<file path="src/rtl/scpu_fetch_unit_if.sv">
// Instruction-memory fetch bus between scpu_fetch_unit (master) and the instruction memory (slave).
// imem_rdata is only meaningful in the cycle imem_ready is high.
interface scpu_fetch_unit_if;
  logic        imem_req;
  logic [31:0] imem_addr;
  logic [31:0] imem_rdata;
  logic        imem_ready;

  modport master (output imem_req, output imem_addr, input imem_rdata, input imem_ready);
  modport slave  (input imem_req, input imem_addr, output imem_rdata, output imem_ready);
endinterface

</file>
<file path="src/rtl/scpu_fetch_unit.sv">
// Fetch stage feeding SCPU_ctrl: PC, IR and decode fields, next-PC selection from Jump/Branch/zero.
// Error flags are sticky; the unit parks in S_ERR until rst.
module scpu_fetch_unit #(
  parameter logic [31:0] RESET_PC   = 32'h0000_0000,
  parameter logic [7:0]  WAIT_LIMIT = 8'd255
) (
  input  logic                     clk,
  input  logic                     rst,
  scpu_fetch_unit_if.master        imem,
  input  logic                     commit,
  input  logic                     Jump,
  input  logic                     Branch,
  input  logic                     zero,
  input  logic [31:0]              imm,
  output logic [31:0]              inst,
  output logic                     inst_valid,
  output logic [31:0]              pc_out,
  output logic [31:0]              pc_plus4,
  output logic [4:0]               OPcode,
  output logic [2:0]               Fun3,
  output logic                     Fun7,
  output logic                     fetch_err,
  output logic                     misalign_err
);

  typedef enum logic [1:0] {
    S_IDLE  = 2'd0,
    S_FETCH = 2'd1,
    S_EXEC  = 2'd2,
    S_ERR   = 2'd3
  } state_t;

  state_t      r_state;
  logic [31:0] r_pc;
  logic [31:0] r_ir;
  logic [7:0]  r_wait_cnt;
  logic        r_imem_req;
  logic        r_inst_valid;
  logic        r_fetch_err;
  logic        r_misalign_err;

  logic        w_taken;
  logic [31:0] w_next_pc;
  logic [7:0]  w_wait_next;

  assign w_taken     = Jump | (Branch & zero);
  assign w_next_pc   = w_taken ? (r_pc + imm) : (r_pc + 32'd4);
  assign w_wait_next = r_wait_cnt + 8'd1;

  assign imem.imem_req  = r_imem_req;
  assign imem.imem_addr = r_pc;
  assign inst           = r_ir;
  assign inst_valid     = r_inst_valid;
  assign pc_out         = r_pc;
  assign pc_plus4       = r_pc + 32'd4;
  assign OPcode         = r_ir[6:2];
  assign Fun3           = r_ir[14:12];
  assign Fun7           = r_ir[30];
  assign fetch_err      = r_fetch_err;
  assign misalign_err   = r_misalign_err;

  // Fetch/execute sequencer; req and inst_valid are registered alongside the state they reflect.
  always_ff @(posedge clk or posedge rst) begin
    if (rst) begin
      r_state        <= S_IDLE;
      r_pc           <= RESET_PC;
      r_ir           <= 32'h0000_0013;
      r_wait_cnt     <= 8'd0;
      r_imem_req     <= 1'b0;
      r_inst_valid   <= 1'b0;
      r_fetch_err    <= 1'b0;
      r_misalign_err <= 1'b0;
    end else begin
      case (r_state)
        S_IDLE: begin
          r_state    <= S_FETCH;
          r_imem_req <= 1'b1;
        end
        S_FETCH: begin
          // A response arriving in the limit cycle still counts as a successful fetch.
          if (imem.imem_ready) begin
            r_ir         <= imem.imem_rdata;
            r_wait_cnt   <= 8'd0;
            r_state      <= S_EXEC;
            r_imem_req   <= 1'b0;
            r_inst_valid <= 1'b1;
          end else begin
            r_wait_cnt <= w_wait_next;
            if ((WAIT_LIMIT != 8'd0) && (w_wait_next == WAIT_LIMIT)) begin
              r_fetch_err <= 1'b1;
              r_state     <= S_ERR;
              r_imem_req  <= 1'b0;
            end else begin
              r_state <= S_FETCH;
            end
          end
        end
        S_EXEC: begin
          if (commit) begin
            r_inst_valid <= 1'b0;
            if (w_next_pc[1:0] != 2'b00) begin
              r_misalign_err <= 1'b1;
              r_state        <= S_ERR;
            end else begin
              r_pc       <= w_next_pc;
              r_state    <= S_FETCH;
              r_imem_req <= 1'b1;
            end
          end else begin
            r_state <= S_EXEC;
          end
        end
        S_ERR: begin
          r_state      <= S_ERR;
          r_imem_req   <= 1'b0;
          r_inst_valid <= 1'b0;
        end
        default: begin
          r_state      <= S_ERR;
          r_imem_req   <= 1'b0;
          r_inst_valid <= 1'b0;
        end
      endcase
    end
  end

endmodule

</file>
<file path="src/flat_wrapper.sv">
// flat-port wrapper written by rule: the top's interface ports become plain ports
module scpu_fetch_unit_flat 
#(
  parameter logic [31:0] RESET_PC   = 32'h0000_0000,
  parameter logic [7:0]  WAIT_LIMIT = 8'd255
)
  (clk, rst, commit, Jump, Branch, zero, imm, inst, inst_valid, pc_out, pc_plus4, OPcode, Fun3, Fun7, fetch_err, misalign_err, imem_imem_req, imem_imem_addr, imem_imem_rdata, imem_imem_ready);
  scpu_fetch_unit_if imem_i ();
  input  logic clk;
  input  logic rst;
  input  logic commit;
  input  logic Jump;
  input  logic Branch;
  input  logic zero;
  input  logic [31:0] imm;
  output logic [31:0] inst;
  output logic inst_valid;
  output logic [31:0] pc_out;
  output logic [31:0] pc_plus4;
  output logic [4:0] OPcode;
  output logic [2:0] Fun3;
  output logic Fun7;
  output logic fetch_err;
  output logic misalign_err;
  output wire logic [$bits(imem_i.imem_req)-1:0] imem_imem_req;
  output wire logic [$bits(imem_i.imem_addr)-1:0] imem_imem_addr;
  input wire logic [$bits(imem_i.imem_rdata)-1:0] imem_imem_rdata;
  input wire logic [$bits(imem_i.imem_ready)-1:0] imem_imem_ready;
  assign imem_imem_req = imem_i.imem_req;
  assign imem_imem_addr = imem_i.imem_addr;
  assign imem_i.imem_rdata = imem_imem_rdata;
  assign imem_i.imem_ready = imem_imem_ready;
  scpu_fetch_unit #(.RESET_PC(RESET_PC), .WAIT_LIMIT(WAIT_LIMIT)) u_core (.clk(clk), .rst(rst), .imem(imem_i), .commit(commit), .Jump(Jump), .Branch(Branch), .zero(zero), .imm(imm), .inst(inst), .inst_valid(inst_valid), .pc_out(pc_out), .pc_plus4(pc_plus4), .OPcode(OPcode), .Fun3(Fun3), .Fun7(Fun7), .fetch_err(fetch_err), .misalign_err(misalign_err));
endmodule
</file>
<file path="config.mk">
export PLATFORM = sky130hd
export DESIGN_NAME = scpu_fetch_unit_flat
export DESIGN_NICKNAME = d
export VERILOG_FILES = /design/src/rtl/scpu_fetch_unit_if.sv /design/src/rtl/scpu_fetch_unit.sv /design/src/flat_wrapper.sv
export SDC_FILE = /design/constraint.sdc
export NUM_CORES = 1
export LEC_CHECK = 0
export ABC_AREA = 1
export BUFFER_PORTS_ARGS = -buffer_cell sky130_fd_sc_hd__buf_2
export CAP_MARGIN = 0
export CORE_MARGIN = 3
export CORE_UTILIZATION = 56
export DETAILED_ROUTE_END_ITERATION = 8
export GPL_TIMING_DRIVEN = 0
export PLACE_DENSITY = 0.95
export REMOVE_ABC_BUFFERS = 1
export SLEW_MARGIN = 15
export SYNTH_ARGS = -nofsm -noshare
export SYNTH_HDL_FRONTEND = slang
export SYNTH_SLANG_ARGS = --single-unit
</file>
<file path="constraint.sdc">
create_clock -name clk -period 5.2 [get_ports clk]
set_input_delay 1.04 -clock clk [delete_from_list [all_inputs] [get_ports clk]]
set_output_delay 1.04 -clock clk [all_outputs]
set_load 0.01 [all_outputs]
</file>
======== Yosys cells after proc, flatten, opt, wreduce, memory -nomap -nowiden ========
Cells that the tools add are included.
operators by class
  reduce and logical (&&, ||, !) cells .... 9
  eq/ne operators ......................... 8
  muxes and demuxes ....................... 15
  bitwise operators ....................... 4
  add/sub/neg operators ................... 3
operators by type and width
  kind                                                                      number
  32-bit by 3-bit adder with 32-bit output (second input constant)          1
  32-bit adder                                                              1
  32-bit 2-to-1 mux                                                         1
  3-bit AND reduction                                                       5
  8-bit by 1-bit adder with 8-bit output (second input constant)            1
  8-bit == test (second input constant)                                     1
  2-bit 2-to-1 mux                                                          4
  8-bit 2-to-1 mux                                                          1
  2-bit one-hot mux with 4 select lines                                     1
  1-bit 2-to-1 mux                                                          6
  2-bit inequality test (second input constant)                             3
  2-bit == test (second input constant)                                     2
  1-bit one-hot mux with 4 select lines                                     1
  3-bit by 2-bit inequality test with 1-bit output (second input constant)  1
  1-bit one-hot mux with 3 select lines                                     1
  3-bit nonzero test                                                        1
  2-bit by 1-bit == test with 1-bit output (second input constant)          1
  2-bit zero test                                                           1
  1-bit NOT                                                                 2
  2-bit AND reduction                                                       1
  2-bit nonzero test                                                        1
  1-bit bitwise AND                                                         1
  1-bit OR                                                                  1
storage, ports and cells
  input port bits ......................... 71
  flip-flop bits (word level) ............. 78

======== Longest topological paths before layout ========
  depth after elaboration ................. 7
  gate-level depth with buffers ........... 13
  gate-level depth less buffers ........... 13

======== Worst setup path before layout ========
Ideal clock, no wire load.
  path type ............................... input to register
  start ................................... in imm[0]
  end ..................................... reg u_core.r_pc[5], in the netlist u_core.imem.imem_addr[5]
  data required time ...................... 5.071 ns
  arrival ................................. 2.502 ns
  path slack .............................. 2.570 ns
  stages on the path ...................... 10
  buffers on the path ..................... 2
  cell sequence ........................... ha_1 > fa_1 > nor2_1 > nand2_1 > o31ai_4 > nand3_2 > buf_4 > buf_6 > a21oi_1 > a22oi_1
between the ends
  word-level cells in the longest chain between the ends .. 5
ends and longest elaborated chain
  what                           RTL line                text
  from (decl)                    flat_wrapper.sv:15      input logic [31:0] imm;
  32-bit adder *                 scpu_fetch_unit.sv:47   assign w_next_pc = w_taken ? (r_pc + imm) : (r_pc + 32'd4);
  32-bit 2-to-1 mux *            scpu_fetch_unit.sv:47
  2-bit nonzero test             scpu_fetch_unit.sv:101  if (w_next_pc[1:0] != 2'b00) begin
  1-bit NOT (no line)            -
  3-bit AND reduction (no line)  -
  to (signal assigned)           scpu_fetch_unit.sv:105  r_pc <= w_next_pc;
  to (decl)                      scpu_fetch_unit.sv:34   logic [31:0] r_pc;
Mark *: on every way between the ends. The rest lies on a longest branch, timed or not.
A chain may end at the register's enable or synchronous reset.

======== Worst setup path after layout ========
  start ................................... in imm[0]
  end ..................................... reg u_core.r_pc[3], in the netlist u_core.imem.imem_addr[3]
The elaborated chain is that of the path after synthesis.

==> impl_metrics.toml <==
[sta]
finalCritPeriodShare = 0.7214
hold_viol_final = 0
finalSetupViolCount = 0
rsz0062_at_grt = "false"
max_freq_mhz = 266.6
min_period_ps = 3751
slew_headroom = 0.3286
drv_slew = 0
finalSetupTns_ps = 0
tightestPinTransition_ps = 1006
finClkSkew_ps = 7.222

[cts]
post_cts_buffers = 0
ctsHoldBuffers = 0
cts_buffers = 9
htree_levels = 3
clock_latency_ps = 350
clock-sinks = 78
clkTransAtPathRegs_ps = 60
clockBufferDepth = 2
cts-root-buf = "clkbuf_16"
cts_resized = 0
cts_tree = "yes"

[critical_path]
cp_max_fo = 48
crit_arrival_ps = 4010
worstSetupEndpoint = "u_core.imem.imem_addr[3]$_DFFE_PP0P_"
critPathRequiredTime_ps = 5460
r2r_cells = 9
startpoint_type = "primary input"
crit_path_start = "imm[0]"
timing.rr.start = "u_core.imem.imem_addr[0]$_DFFE_PP0P_"
worstSetupEndpointType = "flop"
worstSetupPathType = "in -> reg"
regToRegEndpoint = "u_core.imem.imem_addr[3]$_DFFE_PP0P_"
reg2reg_slack_ps = 1730

[synthesis]
syn_avg_cell_area_um2 = 6.634
synthFlopType = "dfrtp_1"
syn_inst = 1045
synth_area_leader_cell = "dfrtp_1"
ys_ff_latch = 78
synth-edff-count = 0
ys_seq_area_frac = 0.2821
async_flop_share = 1.000
synth.top_cell.area_share = 0.2707
yosys_warnings = 0
ys_types = 43
synthTopCellsByArea = "dfrtp_1 (27%), nand2_1 (19%), inv_1 (9.9%)"
syn_area_um2 = 6933

[floorplanning]
core_um2 = 12060
io_pins = 212
fp.dieW_um = 117.3
rows = 40
die_h_um = 117.3
dieArea_um2 = 13750
start_util = 0.5748

[layout]
n_antenna_cell = 0
final_cells = 1383
nets = 1316
layout_common_cells = "nand2_1 (348), buf_2 (211), inv_1 (181)"
syn_to_final_growth_pct = 16.95
drive_gt1_frac = 0.2412
final_common_cell = "nand2_1"
fillCellCount = 1100

[routing]
ant_nets = 0
wl_met1_mm = 8.522
routed.top_layer = "met4"
route.met3.wl_mm = 1.540
viasPerCell = 5.244
num_vias = 7252
dr.pass1.iters = 6
wirelength_mm = 21.00
drcViolationCount = 0
drt_iter0_drc = 584
wl_met2_mm = 10.24
wl_per_cell_um = 15.19

[outcome]
outcome = "completed"

[flow_run]
max-cap-violations = 0

[global_route]
grt_pass1_vias = 6700
grt_start_max_net_pins = 58
grt_pass1_wl_mm = 32.00
grt_usage = 0.2973
grt_overflow = 0
antenna_found_initial = 0

[place]
portBuffers = 211
gp_congestion = 0.9623
dp.cells = 1367
hpwl_mm = 16.50

[hold_path]
hp-class = "reg -> reg"
hold_depth = 1

[power]
p_leak_nw = 4.761
peakVddDrop_mv = 0.3491
powerDensity_nw_per_um2 = 593.7
registers in the layout, summed over array words and instances, names as in the netlist:
register,flops
u_core.imem.imem_addr,32
u_core.inst,32
u_core.r_wait_cnt,8
u_core.r_state,2
u_core.fetch_err,1
u_core.imem.imem_req,1
u_core.inst_valid,1
u_core.misalign_err,1
report_power, final:
part	switching, mW	total [mW]	internal (mW)
Clock	0.299	0.633	0.334
Combinational	1.82	2.95	1.14
Sequential	0.348	1.23	0.881
through the flow:
stage / utilization / worst slack [ps] / area (µm²) / hold slack (ps) / total power [mW]
global placement: 0.6452 / 882.9 / 7782 / 452.7 / 4.039
finish: 0.6722 / 1449 / 8108 / 488.6 / 4.814
floorplan: - / 2016 / 6516 / 503.4 / 3.075
CTS: 0.6721 / 1108 / 8107 / 487.7 / 4.791
detailed placement: 0.6479 / 845.2 / 7815 / 456.8 / 4.142
global route: 0.6722 / 1243 / 8108 / 515.6 / 5.246
worst max-delay path: stages:
cell and delay (ps):
buf_2 100, ha_1 200, fa_1 430, nor2_1 110, nand2_1 90, o31ai_4 120, nand3_2 810, inv_2 670
o21ai_0 250, o22ai_1 180
cells in the mapped netlist, types with 6 or more instances:
library cell and n:
nand2_1 349, dfrtp_1 75, buf_4 45, a21oi_1 46, o22ai_1 6, buf_2 6, inv_1 183, xor2_1 25
mux2_2 32, nor3_1 9, a21boi_1 8, nand3_1 59, nor2_1 74, ha_1 34, nand4_1 10, a22oi_1 6
or2_2 7, o21ai_0 20
worst min path at each step:
stage / to / startpoint
final: u_core.misalign_err$_DFFE_PP0P_ / u_core.misalign_err$_DFFE_PP0P_
after detailed placement: u_core.misalign_err$_DFFE_PP0P_ / u_core.misalign_err$_DFFE_PP0P_
after CTS: u_core.misalign_err$_DFFE_PP0P_ / u_core.misalign_err$_DFFE_PP0P_
after floorplan: u_core.r_wait_cnt[1]$_DFFE_PP0N_ / u_core.r_wait_cnt[1]$_DFFE_PP0N_
after global routing: u_core.misalign_err$_DFFE_PP0P_ / u_core.misalign_err$_DFFE_PP0P_
after global placement: u_core.imem.imem_req$_DFFE_PP0P_ / u_core.imem.imem_req$_DFFE_PP0P_
cells by family (layout without fill, tap and decap cells):
family                   Yosys count  after routing  share of synthesized area
AO/OA/AOI/OAI                    101            101                    0.08681
flip-flops                        78             78                     0.2821
adder cells (fa/ha/maj)           35             35                    0.06425
buffers and inverters            243            413                     0.1603
AND/OR/NAND/NOR                  528            528                     0.3182
multiplexers                      32             32                    0.05198
XOR/XNOR                          28             28                    0.03646
area by class of cell:
class / count / area, µm² / share of cell area
multi-input combinational: 724 / 3870 / 0.4773
tap: 168 / 210.2 / 0.02593
clock buffer: 9 / 225.2 / 0.02778
timing repair buffer: 212 / 1084 / 0.1336
inverter: 185 / 696.9 / 0.08596
sequential: 78 / 1956 / 0.2412
clock inverter: 7 / 66.31 / 0.008179
layer usage:
metal,vias up,global-route usage
met5,-,0
met4,0,0.1131
met3,59,0.05398
met2,336,0.5151
met1,3318,0.3671
li1,3539,-
(Power assumes the default switching activity.)
